`src/rtl/i2s_tx.sv`:
```
// I2S stereo DAC transmitter: MCLK/SCLK/LRCK come from one free-running frame counter.
// Samples pass through a one-entry buffer. Define I2S_TX_LJ_EN for left-justified framing.
module i2s_tx #(
  parameter int MCLK_LOG2 = 3,
  parameter int SAMPLE_W  = 24
) (
  input  logic                clk,
  input  logic                rst,
  input  logic [SAMPLE_W-1:0] in_left,
  input  logic [SAMPLE_W-1:0] in_right,
  input  logic                in_valid,
  output logic                in_ready,
  output logic                mclk,
  output logic                sclk,
  output logic                lrck,
  output logic                sdata,
  output logic                frame_start,
  output logic                underrun,
  output logic [15:0]         underrun_cnt
);
  localparam int M  = MCLK_LOG2;
  localparam int CW = MCLK_LOG2 + 8;

  logic [CW-1:0]       cnt_q, cnt_d;
  logic                pend_valid_q;
  logic [SAMPLE_W-1:0] pend_l_q, pend_r_q;
  logic [SAMPLE_W-1:0] act_l_q, act_r_q, act_l_d, act_r_d;
  logic [15:0]         underrun_cnt_q, underrun_cnt_d;
  logic                mclk_q, sclk_q, lrck_q, sdata_q, frame_start_q, underrun_q;
  logic                boundary, accept, lrck_d, sdata_d;
  logic [5:0]          slot_d;
  logic [SAMPLE_W-1:0] word_d;
  logic [31:0]         chan_d;

  assign in_ready = !pend_valid_q && !rst;
  assign accept   = in_valid && in_ready;
  assign boundary = (cnt_q == '1);

  always_comb begin
    cnt_d          = cnt_q + 1'b1;
    act_l_d        = act_l_q;
    act_r_d        = act_r_q;
    underrun_cnt_d = underrun_cnt_q;
    if (boundary) begin
      if (pend_valid_q) begin
        act_l_d = pend_l_q;
        act_r_d = pend_r_q;
      end else begin
        act_l_d = '0;
        act_r_d = '0;
        if (underrun_cnt_q != '1) underrun_cnt_d = underrun_cnt_q + 1'b1;
      end
    end
    slot_d = cnt_d[M+7:M+2];
    word_d = slot_d[5] ? act_r_d : act_l_d;
    // Align the channel word in a 32-slot vector so slot s reads bit 31-s.
`ifdef I2S_TX_LJ_EN
    chan_d = 32'(word_d) << (32 - SAMPLE_W);
    lrck_d = ~cnt_d[M+7];
`else
    chan_d = 32'(word_d) << (31 - SAMPLE_W);
    lrck_d = cnt_d[M+7];
`endif
    sdata_d = chan_d[~slot_d[4:0]];
  end

  always_ff @(posedge clk) begin
    if (rst) begin
      cnt_q          <= '0;
      pend_valid_q   <= 1'b0;
      pend_l_q       <= '0;
      pend_r_q       <= '0;
      act_l_q        <= '0;
      act_r_q        <= '0;
      underrun_cnt_q <= '0;
      mclk_q         <= 1'b0;
      sclk_q         <= 1'b0;
      lrck_q         <= 1'b0;
      sdata_q        <= 1'b0;
      frame_start_q  <= 1'b0;
      underrun_q     <= 1'b0;
    end else begin
      cnt_q          <= cnt_d;
      act_l_q        <= act_l_d;
      act_r_q        <= act_r_d;
      underrun_cnt_q <= underrun_cnt_d;
      mclk_q         <= cnt_d[M-1];
      sclk_q         <= cnt_d[M+1];
      lrck_q         <= lrck_d;
      sdata_q        <= sdata_d;
      frame_start_q  <= (cnt_d == '0);
      underrun_q     <= boundary && !pend_valid_q;
      if (boundary) pend_valid_q <= 1'b0;
      if (accept) begin
        pend_valid_q <= 1'b1;
        pend_l_q     <= in_left;
        pend_r_q     <= in_right;
      end
    end
  end

  assign mclk         = mclk_q;
  assign sclk         = sclk_q;
  assign lrck         = lrck_q;
  assign sdata        = sdata_q;
  assign frame_start  = frame_start_q;
  assign underrun     = underrun_q;
  assign underrun_cnt = underrun_cnt_q;
endmodule

```
`config.mk`:
```
export PLATFORM = sky130hd
export DESIGN_NAME = i2s_tx
export DESIGN_NICKNAME = d
export VERILOG_FILES = /design/src/rtl/i2s_tx.sv
export SDC_FILE = /design/constraint.sdc
export NUM_CORES = 1
export LEC_CHECK = 0
export BUFFER_PORTS_ARGS = -buffer_cell sky130_fd_sc_hd__buf_2
export CORE_ASPECT_RATIO = 0.7
export CORE_MARGIN = 3
export CORE_UTILIZATION = 50
export DETAILED_ROUTE_END_ITERATION = 12
export PLACE_DENSITY = 0.84
export SLEW_MARGIN = 30
export SYNTH_ARGS = -nofsm -noshare
export SYNTH_HDL_FRONTEND = slang
export SYNTH_SLANG_ARGS = --single-unit
```
`constraint.sdc`:
```
create_clock -name clk -period 2.5 [get_ports clk]
set_input_delay 0.5 -clock clk [delete_from_list [all_inputs] [get_ports clk]]
set_output_delay 0.5 -clock clk [all_outputs]
set_load 0.05 [all_outputs]
```
==> key figures, run 1 <==
Synthesis
  – Cell count after synthesis: just over 700
  – Avg Cell Area, Syn: ~8.0 sq um
  – Post-synthesis mux area share: about 4.3%
  – Post-synthesis cell area: around 5800 sq um
  – Compound-Gate Fraction of Synth Area: between 15 and 20%
  – Sequential area share after synthesis: between 40 and 50%
  – Synth Area in Adders: 0.6481%
  – Warnings, synthesis: 0
  – Top_reg_cell synth: dfxtp_1
  – Synth top area cells: dfxtp_1 44%, nand2_1 8.6%, nand3_1 5.5%
  – Yosys cell types: 48
  – Largest family of logic cells by synthesized area: simple AND/OR/NAND/NOR gates
  – Flops & latches, synth: 127
  – Syn Nets: just under 800
  – Synth Area in XOR/XNOR: between 3 and 4%
  – Synth top area share: about 44%
  – Cell taking the most area after synthesis: dfxtp_1
  – Synth async-reset ratio: 0%
  – Post-synthesis simple-gate area fraction: 27.37%
  – Post-synth EDFFs: 0

Timing
  – Hold Fails Final Rpt: 0
  – Setup TNS: 0 ns
  – Pins over their slew limit: 0
  – Setup ws final: between 0.09 and 0.1 ns
  – Slew Limit Headroom: roughly 39%
  – Peak Freq: 415.3 MHz
  – Period utilization: between 90 and 100%
  – Setup violators final: 0
  – Slew of the pin with the lowest slew margin: between 0.9 and 1 ns
  – Hold Slack: between 0.2 and 0.3 ns
  – Clock Skews: between 0.006 and 0.007 ns
  – Final min period: ~2.4 ns

Route
  – Antenna Violating Nets Remaining: 0
  – Final wirelength: around 15000 um
  – Via density: approximately 5.5
  – Router iterations before antenna repair: 5
  – Avg WL per Cell: roughly 15 um
  – Initial DRC Count: between 400 and 500
  – Number of remaining DRC errors: 0
  – Via count: 5294

Worst setup path
  – WP data arrival: roughly 2.7 ns
  – CP max FO: 5
  – Worst path max stage delay: approximately 0.53 ns
  – R2R setup slack: just over 0.09 ns
  – R2r endpoint: sdata
  – R2R cell count: 8
  – Critical-path top delay cell: mux4_2
  – CP Capture Type: flip-flop
  – CP required: ~2.8 ns
  – R2R Path Start: cnt_q[1]
  – Critical path class: reg -> reg
  – Crit-path cells: ha_4 -> nand3_1 -> buf_4 -> nor3_2 -> mux4_2 -> o311ai_1 -> nor3_1 -> a211o_1
  – CP startpoint kind: flip-flop

Cells and area
  – Final Core Density: a little over three fifths
  – Area growth syn-to-layout: 21.06%
  – Commonest non-fill, non-tap cells in the layout: 132 x nand2_1, 122 x dfxtp_1, 72 x buf_2
  – # diodes: 0
  – Fillers: just over 900
  – Fraction of layout instances using a drive strength above 1: roughly a fifth
  – Most common cell after layout, fill and taps aside: nand2_1
  – Nets: approximately 840
  – Final Non-Filler Cells: around 950

Power
  – Cell Pwr Density: 685.8 nW/um^2
  – Leakage: between 2 and 2.5 nW
  – Worst vdd ir: around 0.45 mV

Worst hold path
  – Worst hold path class: in -> reg
  – Hold path cells: 3
  – Min-Delay Endpoint: pend_r_q[1]
  – Critical hold path startpoint: in_right[1]

Placed design
  – Placed Cells: 922
  – Placement Setup Slack: -0.01347 ns
  – Routability cong.: 0.9559
  – I/O Buffers: 73
  – DP Wirelength: around 9700 um

Global route
  – Total Routing Usage GR: a little under a quarter
  – First-pass GRT wire length: between 20000 and 25000 um
  – Initial antenna violation count: 0
  – Largest net degree at the start of global routing: around 100
  – Vias in the first global route: between 4k and 5k
  – Gr ovfl total: 0

Clock tree
  – Clock Tree Buf Depth: 2
  – CTS Buf Count: 17
  – # H-tree levels: 4
  – Clk_lat worst skew: between 0.4 and 0.5 ns
  – Clk sinks: 127
  – CTS root buf: clkbuf_16
  – TritonCTS clock tree: built
  – Number of buffers added for setup after CTS: 0
  – Clk slew on worst S/H paths: approximately 0.060 ns

Floorplanning
  – Vert. Die Dim: about 96 um
  – Die width: 134.6 um
  – Row count: 32
  – Starting density of the core: between 50% and 60%
  – Std-Cell Core Area: about 11000 sq um
  – # IOs: 74
  – DIE AREA: roughly 13000 sq um

Run
  – Max-Cap Viols: 0

Run status
  – Outcome: finished, final reports clean
worst max-delay path: cells and delay by family, from the launching register on:
| family | cells | cell delay, ns |
|---|---|---|
| buffers and inverters | 1 | 0.17 |
| DFF | 1 | 0.37 |
| adders and majority gates | 1 | 0.18 |
| muxes | 1 | 0.53 |
| and+or+nand+nor | 3 | 0.44 |
| AOI/OAI and AO/OA | 2 | 0.60 |
per-stage QoR:
stage / instance area, sq um / total power [mW]
6_report: 7012 / 4.809
5_1_grt: 7012 / 4.956
2_1_floorplan: 5816 / 2.294
3_5_place_dp: 6375 / 2.388
4_1_cts: 6968 / 4.829
3_3_place_gp: 6375 / 2.383
state kept, by name, indices dropped and copies added (netlist names):
| name | count |
|---|---|
| underrun_cnt | 16 |
| underrun | 1 |
| cnt_q | 11 |
| sdata | 1 |
| act_l_q | 24 |
| act_r_q | 24 |
| frame_start | 1 |
| pend_l_q | 24 |
| pend_valid_q | 1 |
| pend_r_q | 24 |
power by group:
part	internal [mW]	switching [mW]	leakage, nW
clock network	1.53	0.928	0.288
logic	0.0907	0.118	1.18
registers	2.09	0.0583	1.03
synth_stat cells (all sizes together) (3+ instances only):
cell type,count
nand2b,49
o31ai,3
nand4,5
mux2i,16
a2111oi,5
xnor2,14
dfxtp,127
inv,3
a211oi,5
mux4,3
o211ai,3
o21ai,58
a311oi,10
xor2,9
nor4,3
nor3,17
or3,3
nand3,64
nor2,45
a21oi,56
nor2b,11
ha,3
clkbuf,46
nand2,133
buf,13
worst max-delay path by stage:
| stage | end | start | slack [ns] |
|---|---|---|---|
| after floorplan | sdata | cnt_q[2] | -0.01 |
| after global placement | sdata | cnt_q[0] | 0.05 |
| after detailed placement | sdata | cnt_q[1] | -0.01 |
| after CTS | sdata | cnt_q[0] | 0.02 |
| after global routing | sdata | cnt_q[1] | -0.03 |
| final | sdata | cnt_q[1] | 0.09 |
final cells by class:
| cell class | count | area [sq um] | area share, % |
|---|---|---|---|
| multi-input cells | 538 | 3059 | 43.63 |
| flip-flops and latches | 127 | 2549 | 36.35 |
| repair buffers | 101 | 610.6 | 8.708 |
| clock buffers | 21 | 460.4 | 6.567 |
| well taps | 153 | 191.4 | 2.730 |
| clock inverters | 11 | 130.1 | 1.856 |
| inverters | 3 | 11.26 | 0.1606 |
repair_timing:
item / in CTS / in global routing
hold buffers: 0 / 0
endpoints found under the setup margin: 1 / 1
gates resized for setup: 1 / 13
pin swaps: 0 / 1
routing by layer:
metal / wire length [um] / global-route usage [%]
met4: 155 / 6.864
met2: 6154 / 32.15
met3: 1076 / 7.680
met1: 7273 / 34.49
met5: 0 / 0
cells by family (layout without fill, tap and decap cells):
kind of cell | count (synthesis) | after routing
and+or+nand+nor | 337 | 337
AOI/OAI and AO/OA | 154 | 154
DFF | 127 | 127
buffers and inverters | 62 | 136
xor gates and xnor gates | 23 | 23
muxes | 21 | 21
adders and majority gates | 3 | 3
No activity file was read; power rests on OpenSTA's default activity.
==> run 2: changes to the inputs <==
--- a/config.mk
+++ b/config.mk
@@ -11,6 +11,7 @@
 export CORE_UTILIZATION = 50
 export DETAILED_ROUTE_END_ITERATION = 12
 export PLACE_DENSITY = 0.84
+export RECOVER_POWER = 50
 export SLEW_MARGIN = 30
 export SYNTH_ARGS = -nofsm -noshare
 export SYNTH_HDL_FRONTEND = slang
==> run 2 against run 1 <==
Clock power barely moved. Largest power group unchanged. Wire length rose by 0.23%. Sequential power barely moved. The run now ends with capacitance limit, slew limit left. Die area did not move. Total power barely moved. First-iteration DRC count fell by 4.2%.
==> key figures, run 2 (synthesized netlist as in run 1, its figures left out) <==
Power
  – Final total power: around 4.8 mW
  – Leakage: around 2.4 nW
  – Cell Pwr Density: 690.4 nW/um^2
  – Worst vdd ir: 0.4466 mV

Floorplanning
  – Row count: 32
  – DIE AREA: around 13000 sq um
  – Vert. Die Dim: 96.05 um
  – # IOs: 74
  – Starting density of the core: 51.85%
  – Std-Cell Core Area: about 11000 sq um
  – Die width: 134.6 um

Timing
  – Final min period: about 2.4 ns
  – Peak Freq: between 400 and 500 MHz
  – Period utilization: between 90% and 100%
  – Clock Skews: around 0.0056 ns
  – Slew Limit Headroom: -18.49%
  – Setup violators final: 0
  – Hold Slack: ~0.27 ns
  – Hold Fails Final Rpt: 0
  – Slew of the pin with the lowest slew margin: roughly 1.8 ns
  – Setup TNS: 0 ns
  – Pins over their slew limit: 102
  – Setup ws final: 0.09525 ns

Cells and area
  – Final Non-Filler Cells: between 900 and 1k
  – # diodes: 0
  – Area growth syn-to-layout: 20.18%
  – Commonest non-fill, non-tap cells in the layout: 132 x nand2_1, 122 x dfxtp_1, 63 x nand3_1
  – Final Core Density: around 62%
  – Design area: just under 7000 sq um
  – Fillers: around 940
  – Nets: about 840
  – Fraction of layout instances using a drive strength above 1: between 10% and 20%
  – Most common cell after layout, fill and taps aside: nand2_1

Route
  – Final wirelength: between 10000 and 15000 um
  – Avg WL per Cell: 15.40 um
  – Via count: ~5.3k
  – Antenna Violating Nets Remaining: 0
  – Via density: 5.563
  – Number of remaining DRC errors: 0
  – Initial DRC Count: 454
  – Router iterations before antenna repair: 6

Placed design
  – Routability cong.: 0.9559
  – I/O Buffers: 73
  – Placed Cells: 922
  – DP Wirelength: about 9700 um
  – Placement Setup Slack: -0.01347 ns
  – Post-DP Area: 6375 sq um

Global route
  – Gr ovfl total: 0
  – Total Routing Usage GR: a little under a quarter
  – Initial antenna violation count: 0
  – First-pass GRT wire length: 24110 um
  – Largest net degree at the start of global routing: ~100
  – Vias in the first global route: around 4.8k

Worst setup path
  – CP required: between 2 and 3 ns
  – Worst path max stage delay: 0.53 ns
  – CP max FO: 5
  – CP Capture Type: flip-flop
  – Critical path class: reg -> reg
  – R2R Path Start: cnt_q[1]
  – WP data arrival: between 2 and 3 ns
  – Critical-path top delay cell: mux4_2
  – CP startpoint kind: flip-flop
  – R2R cell count: 8
  – R2r endpoint: sdata
  – R2R setup slack: ~0.095 ns
  – Crit-path cells: ha_4 -> nand3_1 -> buf_4 -> nor3_2 -> mux4_2 -> o311ai_1 -> nor3_1 -> a211o_1

Clock tree
  – Clk slew on worst S/H paths: ~0.060 ns
  – Clk sinks: about 130
  – CTS root buf: clkbuf_16
  – # H-tree levels: 4
  – TritonCTS clock tree: built
  – Number of buffers added for setup after CTS: 0
  – Clock Tree Buf Depth: 2
  – Clk_lat worst skew: 0.41 ns
  – CTS Buf Count: 17
  – CTS Hold Bufs: 0

Run status
  – Outcome: finished, violations left
  – Failing checks: capacitance limit, slew limit

Run
  – Max-Cap Viols: 1

Worst hold path
  – Critical hold path startpoint: in_right[1]
  – Hold path cells: 3
  – Min-Delay Endpoint: pend_r_q[1]
  – Worst hold path class: in -> reg
run 2: cell count changes in the layout (fill, tap and decap cells not counted):
cell      change
clkbuf_1     +25
buf_4         -4
buf_6         +1
clkbuf_2      +1
and2_1        +1
buf_2        -22
buf_12        -1
and2_2        -1
run 2: area by class of cell:
class                   count  area, sq um  area share [%]
well taps                 153        191.4           2.750
flip-flops and latches    127         2549           36.62
clock inverters            11        130.1           1.869
repair buffers            101        560.5           8.053
inverters                   3        11.26          0.1618
clock buffers              21        460.4           6.615
multi-input cells         538         3058           43.93
run 2: worst max path at each step:
| stage | to | from | depth (start not counted) | slack (ns) |
|---|---|---|---|---|
| floorplan | sdata | cnt_q[2] | 9 | -0.01 |
| global route | sdata | cnt_q[1] | 8 | -0.03 |
| CTS | sdata | cnt_q[0] | 9 | 0.02 |
| detailed placement | sdata | cnt_q[1] | 9 | -0.01 |
| finish | sdata | cnt_q[1] | 8 | 0.1 |
| global placement | sdata | cnt_q[0] | 9 | 0.05 |
run 2: repair_timing:
action / CTS / global route
pin swaps: 0 / 1
gates resized for setup: 1 / 13
endpoints found under the setup margin: 1 / 1
run 2: metal layers:
metal / GRT usage, % / part of all wire [%]
met1: 34.49 / 49
met2: 32.15 / 42
met3: 7.680 / 7.5
met4: 6.864 / 1.0
met5: 0 / 0
run 2: power by group:
group / switching, mW / internal [mW] / total [mW] / leakage [nW]
combinational: 0.118 / 0.0881 / 0.206 / 1.07
clock: 0.927 / 1.53 / 2.46 / 0.288
sequential: 0.0585 / 2.09 / 2.14 / 1.03
total: 1.10 / 3.70 / 4.81 / 2.39
run 2: critical path: cells and delay by family, from the launching register on:
kind	cells	cell delay, ns
compound gates	2	0.59
mux	1	0.53
flops	1	0.37
fa+ha+maj	1	0.18
buf+inv	1	0.18
simple gates	3	0.45
==> run 3: changes to the inputs <==
--- a/config.mk
+++ b/config.mk
@@ -8,9 +8,9 @@
 export BUFFER_PORTS_ARGS = -buffer_cell sky130_fd_sc_hd__buf_2
 export CORE_ASPECT_RATIO = 0.7
 export CORE_MARGIN = 3
-export CORE_UTILIZATION = 50
+export CORE_UTILIZATION = 52
 export DETAILED_ROUTE_END_ITERATION = 12
-export PLACE_DENSITY = 0.84
+export PLACE_DENSITY = 0.87
 export RECOVER_POWER = 50
 export SLEW_MARGIN = 30
 export SYNTH_ARGS = -nofsm -noshare
==> run 3 against run 2 <==
The run still ends with capacitance limit, slew limit left. Highest routed layer unchanged. First-iteration DRC count is 16% higher. Global-route usage shrank 0.33 points. Clock-buffer cell count decreased by 3. Non-clock buffer count fell by 4. Clock power up 8%. Critical path depth is 1 higher. Largest power group unchanged.
==> key figures, run 3 (synthesized netlist as in run 1, its figures left out) <==
Global route
  – Vias in the first global route: approximately 4.8k
  – First-pass GRT wire length: between 20000 and 25000 um
  – Total Routing Usage GR: a little under a quarter
  – Gr ovfl total: 0
  – Initial antenna violation count: 0
  – Largest net degree at the start of global routing: roughly 100

Power
  – Sequential share of power: 42.9%
  – Cell Pwr Density: ~720 nW/um^2
  – Worst vdd ir: ~0.65 mV
  – Clock share of power: around 53%
  – Internal power: 3.858 mW
  – Switch Pwr: approximately 1.1 mW
  – Logic pwr share: 4.1%
  – Leakage: approximately 2.4 nW
  – Switching Fraction: between 20 and 25%

Clock tree
  – TritonCTS clock tree: built
  – Clk slew on worst S/H paths: 0.06 ns
  – # H-tree levels: 4
  – Clk sinks: about 130
  – Clk_lat worst skew: 0.42 ns
  – CTS root buf: clkbuf_16
  – Clock Tree Buf Depth: 2
  – CTS Buf Count: 17

Route
  – Number of remaining DRC errors: 0
  – Via density: 5.623
  – Avg WL per Cell: around 15 um
  – Via count: 5314
  – Antenna Violating Nets Remaining: 0
  – Final wirelength: ~14000 um
  – Router iterations before antenna repair: 5
  – Initial DRC Count: approximately 530

Worst setup path
  – Critical-path top delay cell: or3_1
  – R2R cell count: 9
  – Crit path top cell by count: a311oi_1
  – WP data arrival: 2.81 ns
  – R2r endpoint: sdata
  – Critical path depth in cells: 9
  – R2R Path Start: cnt_q[0]
  – Crit-path cells: ha_2 -> nand3_1 -> or3_1 -> buf_4 -> a311oi_1 -> o311ai_0 -> a311oi_1 -> a211oi_1 -> a211o_1
  – Buf/Inv on CP: 1
  – Top delay family on crit path: compound AO/OA/AOI/OAI gates
  – CP endpoint: sdata
  – R2R setup slack: 0.0003 ns
  – Origin of the worst setup path: cnt_q[0]
  – Worst path max stage delay: 0.37 ns
  – CP required: roughly 2.8 ns
  – CP startpoint kind: flip-flop
  – CP max FO: 24
  – Critical path class: reg -> reg
  – CP Capture Type: flip-flop

Floorplanning
  – Starting density of the core: 54.70%
  – Die width: 132.1 um
  – Vert. Die Dim: roughly 94 um
  – Std-Cell Core Area: ~11000 sq um
  – DIE AREA: 12460 sq um
  – Row count: 31
  – # IOs: 74

Cells and area
  – Nets: between 800 and 900
  – Fraction of layout instances using a drive strength above 1: between 10% and 20%
  – Most common cell after layout, fill and taps aside: nand2_1
  – Fillers: 844
  – Final Core Density: about two thirds
  – Area growth syn-to-layout: 20.33%
  – Commonest non-fill, non-tap cells in the layout: 133 x nand2_1, 122 x dfxtp_1, 63 x nand3_1
  – Final Non-Filler Cells: ~950
  – # diodes: 0

Timing
  – Hold Fails Final Rpt: 0
  – Slew of the pin with the lowest slew margin: 1.779 ns
  – Clock Skews: between 0.01 and 0.015 ns
  – Peak Freq: 400.0 MHz
  – Pins over their slew limit: between 100 and 150
  – Slew Limit Headroom: -18.57%
  – Final min period: about 2.5 ns
  – Period utilization: around 100%
  – Setup violators final: 0
  – RSZ-0062 raised after global routing: true

Run status
  – Failing checks: capacitance limit, slew limit
  – Outcome: finished, violations left

Placed design
  – Routability cong.: between 0.9 and 1
  – Placed Cells: 913
  – I/O Buffers: 73
  – DP Wirelength: 9141 um

Worst hold path
  – Worst hold path class: in -> reg

Run
  – Max-Cap Viols: 1
## run 3: layer usage
metal	wire (um)	GRT usage (%)	up-vias
met1	6715	32.80	2477
met3	1221	6.692	20
met2	6042	34.13	189
met4	182	6.556	0
li1	-	-	2628
met5	0	0	-
## run 3: worst min-delay path: cells and delay by family
kind | cells | cell delay [ns]
simple gates | 1 | 0.03
buf+inv | 1 | 0.07
compound gates | 1 | 0.05
## run 3: worst min-delay path by stage
stage | start | to | slack [ns] | cells past startpoint
final | in_left[23] | pend_l_q[23] | 0.27 | 3
after global routing | in_right[13] | pend_r_q[13] | 0.28 | 3
after CTS | in_left[23] | pend_l_q[23] | 0.27 | 3
after detailed placement | act_l_q[21] | act_l_q[21] | 0.44 | 2
after global placement | act_l_q[21] | act_l_q[21] | 0.44 | 2
after floorplan | act_r_q[9] | act_r_q[9] | 0.43 | 2
## run 3: through the flow
step	setup slack [ns]	power [mW]	TNS (ns)	instance area (sq um)	hold slack, ns
floorplan	-0.01496	2.294	-0.01496	5816	0.4285
global placement	0.06118	2.380	0	6351	0.4405
detailed placement	-0.02788	2.386	-0.02788	6351	0.4449
CTS	0.01229	5.016	0	6988	0.2670
global route	-0.1231	5.138	-0.9205	6969	0.2819
finish	0.0002676	4.992	0	6969	0.2725
## run 3: power groups by stage
stage          combinational, mW  sequential (mW)  clock, mW
2_1_floorplan              0.132             2.16          0
3_3_place_gp               0.200             2.18          0
3_5_place_dp               0.204             2.18          0
4_1_cts                    0.208             2.14       2.67
5_1_grt                    0.234             2.15       2.76
6_report                   0.204             2.14       2.65
## run 3: layout make-up
class	instances	area, sq um	share of cell area (%)
Timing Repair Buffer	97	541.8	7.774
Inverter	3	11.26	0.1616
Multi-Input combinational cell	538	3049	43.75
Clock buffer	18	429.2	6.158
Sequential cell	127	2549	36.57
Clock inverter	14	203.9	2.926
Tap cell	148	185.2	2.657
## run 3: repair_timing
action                                 4_1_cts  5_1_grt
resized for setup                            2        7
endpoints found under the hold margin        0        0
setup endpoints to repair                    1       10
buffers inserted                             0        0
pin swaps                                    0        1
hold buffers                                 0        0
